--- src/rtl/peripheral_bfm_slave_generic_tl.sv ---
//------------------------------------------------------------------------------
// peripheral_bfm_slave_generic_tl: single-beat AXI-style slave over an internal
// word memory, with independent write (AW/W/B) and read (AR/R) engines.
//------------------------------------------------------------------------------
`default_nettype none

module peripheral_bfm_slave_generic_tl #(
  parameter int DEPTH = 16
) (
  input  logic        aclk,
  input  logic        areset,
  input  logic [3:0]  awid,
  input  logic [31:0] awaddr,
  input  logic        awvalid,
  output logic        awready,
  input  logic [31:0] wrdata,
  input  logic [3:0]  wstrb,
  input  logic        wlast,
  input  logic        wvalid,
  output logic        wready,
  output logic [3:0]  bid,
  output logic [1:0]  bresp,
  output logic        bvalid,
  input  logic        bready,
  input  logic [3:0]  arid,
  input  logic [31:0] araddr,
  input  logic        arvalid,
  output logic        arready,
  output logic [3:0]  rid,
  output logic [31:0] rdata,
  output logic [1:0]  rresp,
  output logic        rlast,
  output logic        rvalid,
  input  logic        rready
);

  localparam int         IDX_W       = (DEPTH > 1) ? $clog2(DEPTH) : 1;
  localparam logic [1:0] RESP_OKAY   = 2'b00;
  localparam logic [1:0] RESP_SLVERR = 2'b10;

  typedef enum logic [1:0] {
    WR_IDLE      = 2'd0,
    WR_HAVE_ADDR = 2'd1,
    WR_HAVE_DATA = 2'd2,
    WR_RESP      = 2'd3
  } wr_state_e;

  typedef enum logic {
    RD_IDLE = 1'b0,
    RD_DATA = 1'b1
  } rd_state_e;

  logic [31:0] mem_q [DEPTH];

  wr_state_e   wr_state_q, wr_state_d;
  logic [3:0]  awid_q, awid_d;
  logic [29:0] awidx_q, awidx_d;
  logic [31:0] wdata_q, wdata_d;
  logic [3:0]  wstrb_q, wstrb_d;
  logic        wlast_q, wlast_d;
  logic [1:0]  bresp_q, bresp_d;

  rd_state_e   rd_state_q, rd_state_d;
  logic [3:0]  rid_q, rid_d;
  logic [31:0] rdata_q, rdata_d;
  logic [1:0]  rresp_q, rresp_d;

  logic aw_hs, w_hs, ar_hs;
  logic wr_commit, wr_ok, rd_in_range;

  // Byte-lane offsets are irrelevant to a word memory.
  logic unused_addr_lsbs;
  assign unused_addr_lsbs = ^{awaddr[1:0], araddr[1:0]};

  assign awready = !areset && ((wr_state_q == WR_IDLE) || (wr_state_q == WR_HAVE_DATA));
  assign wready  = !areset && ((wr_state_q == WR_IDLE) || (wr_state_q == WR_HAVE_ADDR));
  assign arready = !areset && (rd_state_q == RD_IDLE);

  assign aw_hs = awvalid && awready;
  assign w_hs  = wvalid && wready;
  assign ar_hs = arvalid && arready;

  // Write engine: the _d copies merge held captures with this edge's handshake,
  // so the commit below always sees a complete address/data pair.
  always_comb begin
    wr_state_d = wr_state_q;
    awid_d     = awid_q;
    awidx_d    = awidx_q;
    wdata_d    = wdata_q;
    wstrb_d    = wstrb_q;
    wlast_d    = wlast_q;

    if (aw_hs) begin
      awid_d  = awid;
      awidx_d = awaddr[31:2];
    end
    if (w_hs) begin
      wdata_d = wrdata;
      wstrb_d = wstrb;
      wlast_d = wlast;
    end

    case (wr_state_q)
      WR_IDLE: begin
        if (aw_hs && w_hs) wr_state_d = WR_RESP;
        else if (aw_hs)    wr_state_d = WR_HAVE_ADDR;
        else if (w_hs)     wr_state_d = WR_HAVE_DATA;
      end
      WR_HAVE_ADDR: if (w_hs)   wr_state_d = WR_RESP;
      WR_HAVE_DATA: if (aw_hs)  wr_state_d = WR_RESP;
      WR_RESP:      if (bready) wr_state_d = WR_IDLE;
      default:                  wr_state_d = WR_IDLE;
    endcase
  end

  assign wr_commit = (wr_state_q != WR_RESP) && (wr_state_d == WR_RESP);
  assign wr_ok     = ({2'b00, awidx_d} < 32'(DEPTH)) && wlast_d;

  always_comb begin
    bresp_d = bresp_q;
    if (wr_commit) bresp_d = wr_ok ? RESP_OKAY : RESP_SLVERR;
  end

  // Read engine: memory is sampled on the AR edge, before any same-edge write lands.
  assign rd_in_range = ({2'b00, araddr[31:2]} < 32'(DEPTH));

  always_comb begin
    rd_state_d = rd_state_q;
    rid_d      = rid_q;
    rdata_d    = rdata_q;
    rresp_d    = rresp_q;
    case (rd_state_q)
      RD_IDLE: begin
        if (ar_hs) begin
          rd_state_d = RD_DATA;
          rid_d      = arid;
          rdata_d    = rd_in_range ? mem_q[araddr[IDX_W+1:2]] : 32'h0;
          rresp_d    = rd_in_range ? RESP_OKAY : RESP_SLVERR;
        end
      end
      RD_DATA:  if (rready) rd_state_d = RD_IDLE;
      default:              rd_state_d = RD_IDLE;
    endcase
  end

  always_ff @(posedge aclk) begin
    if (areset) begin
      wr_state_q <= WR_IDLE;
      awid_q     <= '0;
      awidx_q    <= '0;
      wdata_q    <= '0;
      wstrb_q    <= '0;
      wlast_q    <= 1'b0;
      bresp_q    <= '0;
      rd_state_q <= RD_IDLE;
      rid_q      <= '0;
      rdata_q    <= '0;
      rresp_q    <= '0;
    end else begin
      wr_state_q <= wr_state_d;
      awid_q     <= awid_d;
      awidx_q    <= awidx_d;
      wdata_q    <= wdata_d;
      wstrb_q    <= wstrb_d;
      wlast_q    <= wlast_d;
      bresp_q    <= bresp_d;
      rd_state_q <= rd_state_d;
      rid_q      <= rid_d;
      rdata_q    <= rdata_d;
      rresp_q    <= rresp_d;
    end
  end

  always_ff @(posedge aclk) begin
    if (areset) begin
      for (int i = 0; i < DEPTH; i++) mem_q[i] <= '0;
    end else if (wr_commit && wr_ok) begin
      for (int b = 0; b < 4; b++) begin
        if (wstrb_d[b]) mem_q[awidx_d[IDX_W-1:0]][8*b +: 8] <= wdata_d[8*b +: 8];
      end
    end
  end

  assign bvalid = (wr_state_q == WR_RESP);
  assign bid    = bvalid ? awid_q  : 4'h0;
  assign bresp  = bvalid ? bresp_q : 2'b00;

  assign rvalid = (rd_state_q == RD_DATA);
  assign rid    = rvalid ? rid_q   : 4'h0;
  assign rdata  = rvalid ? rdata_q : 32'h0;
  assign rresp  = rvalid ? rresp_q : 2'b00;
  assign rlast  = rvalid;

endmodule

`default_nettype wire

--- config.mk ---
export PLATFORM = sky130hd
export DESIGN_NAME = peripheral_bfm_slave_generic_tl
export DESIGN_NICKNAME = d
export VERILOG_FILES = /design/src/rtl/peripheral_bfm_slave_generic_tl.sv
export SDC_FILE = /design/constraint.sdc
export NUM_CORES = 1
export LEC_CHECK = 0
export CAP_MARGIN = 30
export CORE_MARGIN = 5
export CORE_UTILIZATION = 65
export DETAILED_ROUTE_END_ITERATION = 10
export PLACE_DENSITY_LB_ADDON = 0.3
export SYNTH_ARGS = -nofsm -noshare
export SYNTH_HDL_FRONTEND = slang
export SYNTH_SLANG_ARGS = --single-unit
--- constraint.sdc ---
create_clock -name aclk -period 7.7 [get_ports aclk]
set_clock_uncertainty 0.1 [all_clocks]
set_input_delay 1.925 -clock aclk [delete_from_list [all_inputs] [get_ports aclk]]
set_output_delay 1.925 -clock aclk [all_outputs]
set_load 0.005 [all_outputs]
==> Yosys cells after proc, flatten, opt, wreduce, memory -nomap -nowiden <==
Memories as Yosys holds them, arrays and structs flattened.
Index checks and enable logic that the tools add are counted.
{ "op_classes": {"muxes": 43, "n_shift": 0, "n_bitwise": 1, "eq_ne": 5, "magnitude_cmp": 2, "add_sub_neg": 0, "n_mul": 0, "n_reduce_logical": 16, "div": 0} }
{ "op_table": {"columns": ["operator", "count"], "rows": [
  ["32-bit two-way mux", 4],
  ["30-bit by 5-bit less-than comparator with 1-bit output (second input constant)", 2],
  ["32-bit OR reduction", 1],
  ["30-bit two-way mux", 1],
  ["1-bit two-way mux", 21],
  ["2-bit two-way mux", 10],
  ["4-bit two-way mux", 5],
  ["1-bit logical AND", 10],
  ["2-bit one-hot mux with 4 select lines", 1],
  ["2-bit == test (second input constant)", 3],
  ["2-bit by 1-bit == test with 1-bit output (second input constant)", 1],
  ["2-bit logical NOT", 1],
  ["1-bit logical OR", 2],
  ["2-bit != test (second input constant)", 1],
  ["1-bit one-hot mux with 2 select lines", 1],
  ["2-bit AND reduction", 1],
  ["1-bit logical NOT", 1],
  ["1-bit NOT", 1]
]} }
{ "totals": {"latchBits": 0, "in_bits": 116, "reg_bits": 114, "mem_count": 1, "rom_bits": 0, "ram_bits": 512} }
{ "memory_table": {"columns": ["name", "words", "width", "rd", "rd_clocked_by_memory_dff", "wr", "line", "rtl"], "rows": [
  ["mem_q", 16, 32, 1, 0, 16, "53", "logic [31:0] mem_q [DEPTH];"]
]} }

==> Longest topological paths before layout <==
{ "depth": {"ltp_word": 16, "depth_mapped": 9} }

==> Worst setup path before layout <==
No wires, ideal clock.
{ "synth_path": {"path_type": "input port to output port", "startpoint": "input areset", "endpoint": "output arready", "setup_slack_ns": 2.948, "n_path_buf": 3, "required_time_ns": 5.675, "cell_stages": 4, "arrival_ns": 2.727, "cell_sequence": "buf_2 -> clkbuf_1 -> clkbuf_1 -> nor2_1"} }
{ "synth_between": {"elab_chain_cells": 2} }
{ "synth_rtl": {"columns": ["element", "line", "rtl"], "rows": [
  ["start: declaration", "11", "input logic areset,"],
  ["1-bit logical NOT", "77", "assign arready = !areset && (rd_state_q == RD_IDLE);"],
  ["1-bit logical AND", "77", null],
  ["end: declaration", "28", "output logic arready,"]
]} }
No other way between the ends.

==> Worst setup path in the final report <==
Ends and elaborated chain as after synthesis.

==> results.sh <==
export IMPL_status="completed"
export IMPL_layout_min_cycle_time_ps=5660
export IMPL_crit_family="buffers and inverters"
export IMPL_min_period_over_period=0.735
export IMPL_final_hold_violation_count=0
export IMPL_ys_types=38
export IMPL_setup_tns_final_ps=0
export IMPL_max_freq_mhz=177
export IMPL_yosys_warnings=0
export IMPL_port_buffers=159
export IMPL_final_nets=2350
export IMPL_track_usage=0.320
export IMPL_grt_overflow=0
export IMPL_htree_levels=2
export IMPL_via_count=21100
export IMPL_drt_wirelength_per_cell_microns=28.0
export IMPL_hold_path_class="register to register"
export IMPL_drt_pass1_iterations=8
export IMPL_busiest_layer="met2"
export IMPL_start_util=0.661
export IMPL_hold_start="wdata_q[19]"
export IMPL_rsz0062_at_grt="no"
export IMPL_clkLatencyLatePin_ps=630
export IMPL_grt_use_met1=0.415
export IMPL_hold_end="wdata_q[19]"
export IMPL_path_depth=4
export IMPL_start_kind="primary input"
export IMPL_ant_nets=0
export IMPL_cellPowerDensity_nw_per_um2=232
export IMPL_fp_dieW_microns=223
export IMPL_ys_seq_area_frac=0.600
export IMPL_final_area_sq_um=33400
export IMPL_critPathCaptureType="output pin"
export IMPL_crit_type="primary input to output pin"
export IMPL_whs_path_depth=2
export IMPL_cp_data_required_time_ps=5680
export IMPL_cts_resized=0
export IMPL_synth_cell_area_sq_um=29400
export IMPL_path_cells="buf_2, buf_4, nor2_1, clkdlybuf4s50_1"
export IMPL_cts_setup_buffers=0
export IMPL_worst_ir_drop_vdd_uv=186
export IMPL_syn_avg_cell_area_sq_um=13.3
export IMPL_drtIter0Drc=3715
export IMPL_path_clk_slew_ps=60
export IMPL_whs_ps=357
export IMPL_synth_seq_cells=624
export IMPL_die_area_sq_um=49500
export IMPL_setup_violations=0
export IMPL_boundaryPins=166
export IMPL_reg2reg_depth=8
export IMPL_antenna_cells=0
export IMPL_layout_drive_gt1_share=0.189
export IMPL_viasPerCell=7.33
export IMPL_fillers=2565
export IMPL_core_sq_um=44400
export IMPL_gp_congestion=0.849
export IMPL_syn_to_final_growth_pct=13.8
export IMPL_cts_root_buf="clkbuf_16"
export IMPL_r2r_start="wr_state_q[1]"
export IMPL_antenna_found_initial=1
export IMPL_final_max_slew_viol_count=0
export IMPL_max_cap_violations=0
export IMPL_rrSetupSlack_ps=3450
export IMPL_cts_buffers=61
export IMPL_die_h_microns=223
export IMPL_use_met2=0.511
export IMPL_grt_pass1_vias=20900
export IMPL_fp_row_count=77
export IMPL_cp_arrival_ps=3640
export IMPL_cts_buffer_depth=3
export IMPL_worstPathMaxFanout=43
export IMPL_reg2reg_to="mem_q[9][4]"
export IMPL_grt_pass1_wl_mm=123
export IMPL_syn_inst=2204
export IMPL_grt_met3_usage=0.0657
export IMPL_clock_sinks=624
export IMPL_hpwlAfterDp_mm=48.5
export IMPL_worst_slew_pin_slew_ps=1050
export IMPL_maxSlewHeadroom=0.291
export IMPL_instances_no_fill=2878
export IMPL_placement_cell_area_sq_um=31200
export IMPL_place_inst=2761
export IMPL_cts_tree="yes"
export IMPL_crit_slowest_cell="buf_2"
export IMPL_totalWireLength_mm=80.6
export IMPL_cts_hold_buf=0
export IMPL_worst_path_largest_cell_delay_ps=630
export IMPL_cp_buffers_inverters=3
export IMPL_drc=0
export IMPL_grt_max_degree=177
export IMPL_p_leak_nw=10.6
[tightest hold or removal path, stage by stage (launching register included)]
cell	delay (ps)
dfxtp_1	310
nand2_1	50
a21oi_1	50
[flip-flops by register name, summed over array words and instances, names as in the netlist, 2 cells and up]
register    count
rdata_q        32
wdata_q        32
wstrb_q         4
mem_q         512
awid_q          4
wr_state_q      2
rid_q           4
awidx_q        30
[layout make-up]
| cell class | instances | area, sq um | area share |
|---|---|---|---|
| Multi-Input combinational cell | 1257 | 10300 | 0.308 |
| Tap cell | 592 | 741 | 0.0222 |
| Clock inverter | 37 | 417 | 0.0125 |
| Timing Repair Buffer | 285 | 2580 | 0.0773 |
| Inverter | 5 | 20.0 | 0.000600 |
| Clock buffer | 78 | 1720 | 0.0514 |
| Sequential cell | 624 | 17600 | 0.528 |
[synth_stat cells, drive strengths merged]
library cell	instances	area share
o21bai	1	0.00026
a21oi	63	0.011
nor3b	2	0.00085
or3b	1	0.00030
clkbuf	198	0.025
nor2	18	0.0023
buf	121	0.032
nand4	6	0.0013
nor3	13	0.0022
nand3	33	0.0056
a211oi	2	0.00051
edfxtp	512	0.52
nor2b	8	0.0017
nand2	168	0.021
a22oi	64	0.016
mux2i	5	0.0017
a31oi	15	0.0036
conb	1	0.00013
o21ai	5	0.00085
o221a	1	0.00038
nor4	535	0.11
inv	5	0.00064
mux4	128	0.098
nand2b	5	0.0011
and3	6	0.0013
and2	42	0.0090
a22o	32	0.0095
o22a	1	0.00030
o41ai	64	0.023
dfxtp	112	0.076
mux2	37	0.014
[report_power, final]
part           total (mW)  leakage [nW]  switching, mW  internal (mW)
sequential           3.79          6.21         0.0399           3.75
clock                3.17          1.04           1.29           1.87
combinational       0.790          3.39          0.529          0.261
[routing by layer]
layer	share of wire	wire length, microns	up-vias
met4	0.066	5300	2
li1	-	-	9105
met1	0.34	27400	10200
met3	0.11	9080	286
met2	0.48	38800	1499
met5	0.00014	11	-
[how the worst max path moves through the flow]
| stage | end | from | slack (ps) |
|---|---|---|---|
| 3_5_place_dp | mem_q[4][14] | wvalid | 1600 |
| 2_1_floorplan | arready | areset | 2950 |
| 6_report | arready | areset | 2040 |
| 3_3_place_gp | mem_q[5][14] | wvalid | 1680 |
| 4_1_cts | arready | areset | 2040 |
| 5_1_grt | mem_q[9][7] | areset | 1850 |
[stage by stage]
stage / util / setup WS [ps] / total power, mW
final: 0.752 / 2040 / 7.75
after global routing: 0.752 / 1850 / 7.95
after CTS: 0.751 / 2040 / 7.74
after detailed placement: 0.703 / 1600 / 4.63
after global placement: 0.700 / 1680 / 4.59
after floorplan: - / 2950 / 4.35
[cells by family after synthesis]
family | Yosys count | share of synthesized area
other | 1 | 0.000128
DFF | 624 | 0.600
and+or+nand+nor | 837 | 0.161
buffers and inverters | 324 | 0.0584
AOI/OAI and AO/OA | 248 | 0.0660
muxes | 170 | 0.114
[cell usage in the layout, fill, tap and decap left out, types with 6 or more instances in the layout]
master,netlist,routed
a21oi_1,63,62
and3_1,6,6
and2_1,42,42
clkinv_2,0,11
clkbuf_1,198,10
nand2_1,168,168
clkdlybuf4s50_1,0,156
a22oi_1,64,64
mux2_2,36,36
nor2_1,18,15
bufinv_16,0,9
mux4_2,128,128
clkinv_1,0,11
a31oi_4,0,15
nor3_1,13,13
o41ai_1,47,47
nor4_1,535,535
clkbuf_16,0,66
nand3_1,33,32
buf_4,3,117
nand4_1,6,6
dfxtp_1,112,112
o41ai_2,17,17
a22o_1,32,32
edfxtp_1,512,512
Power figures use the tool's default switching activity.
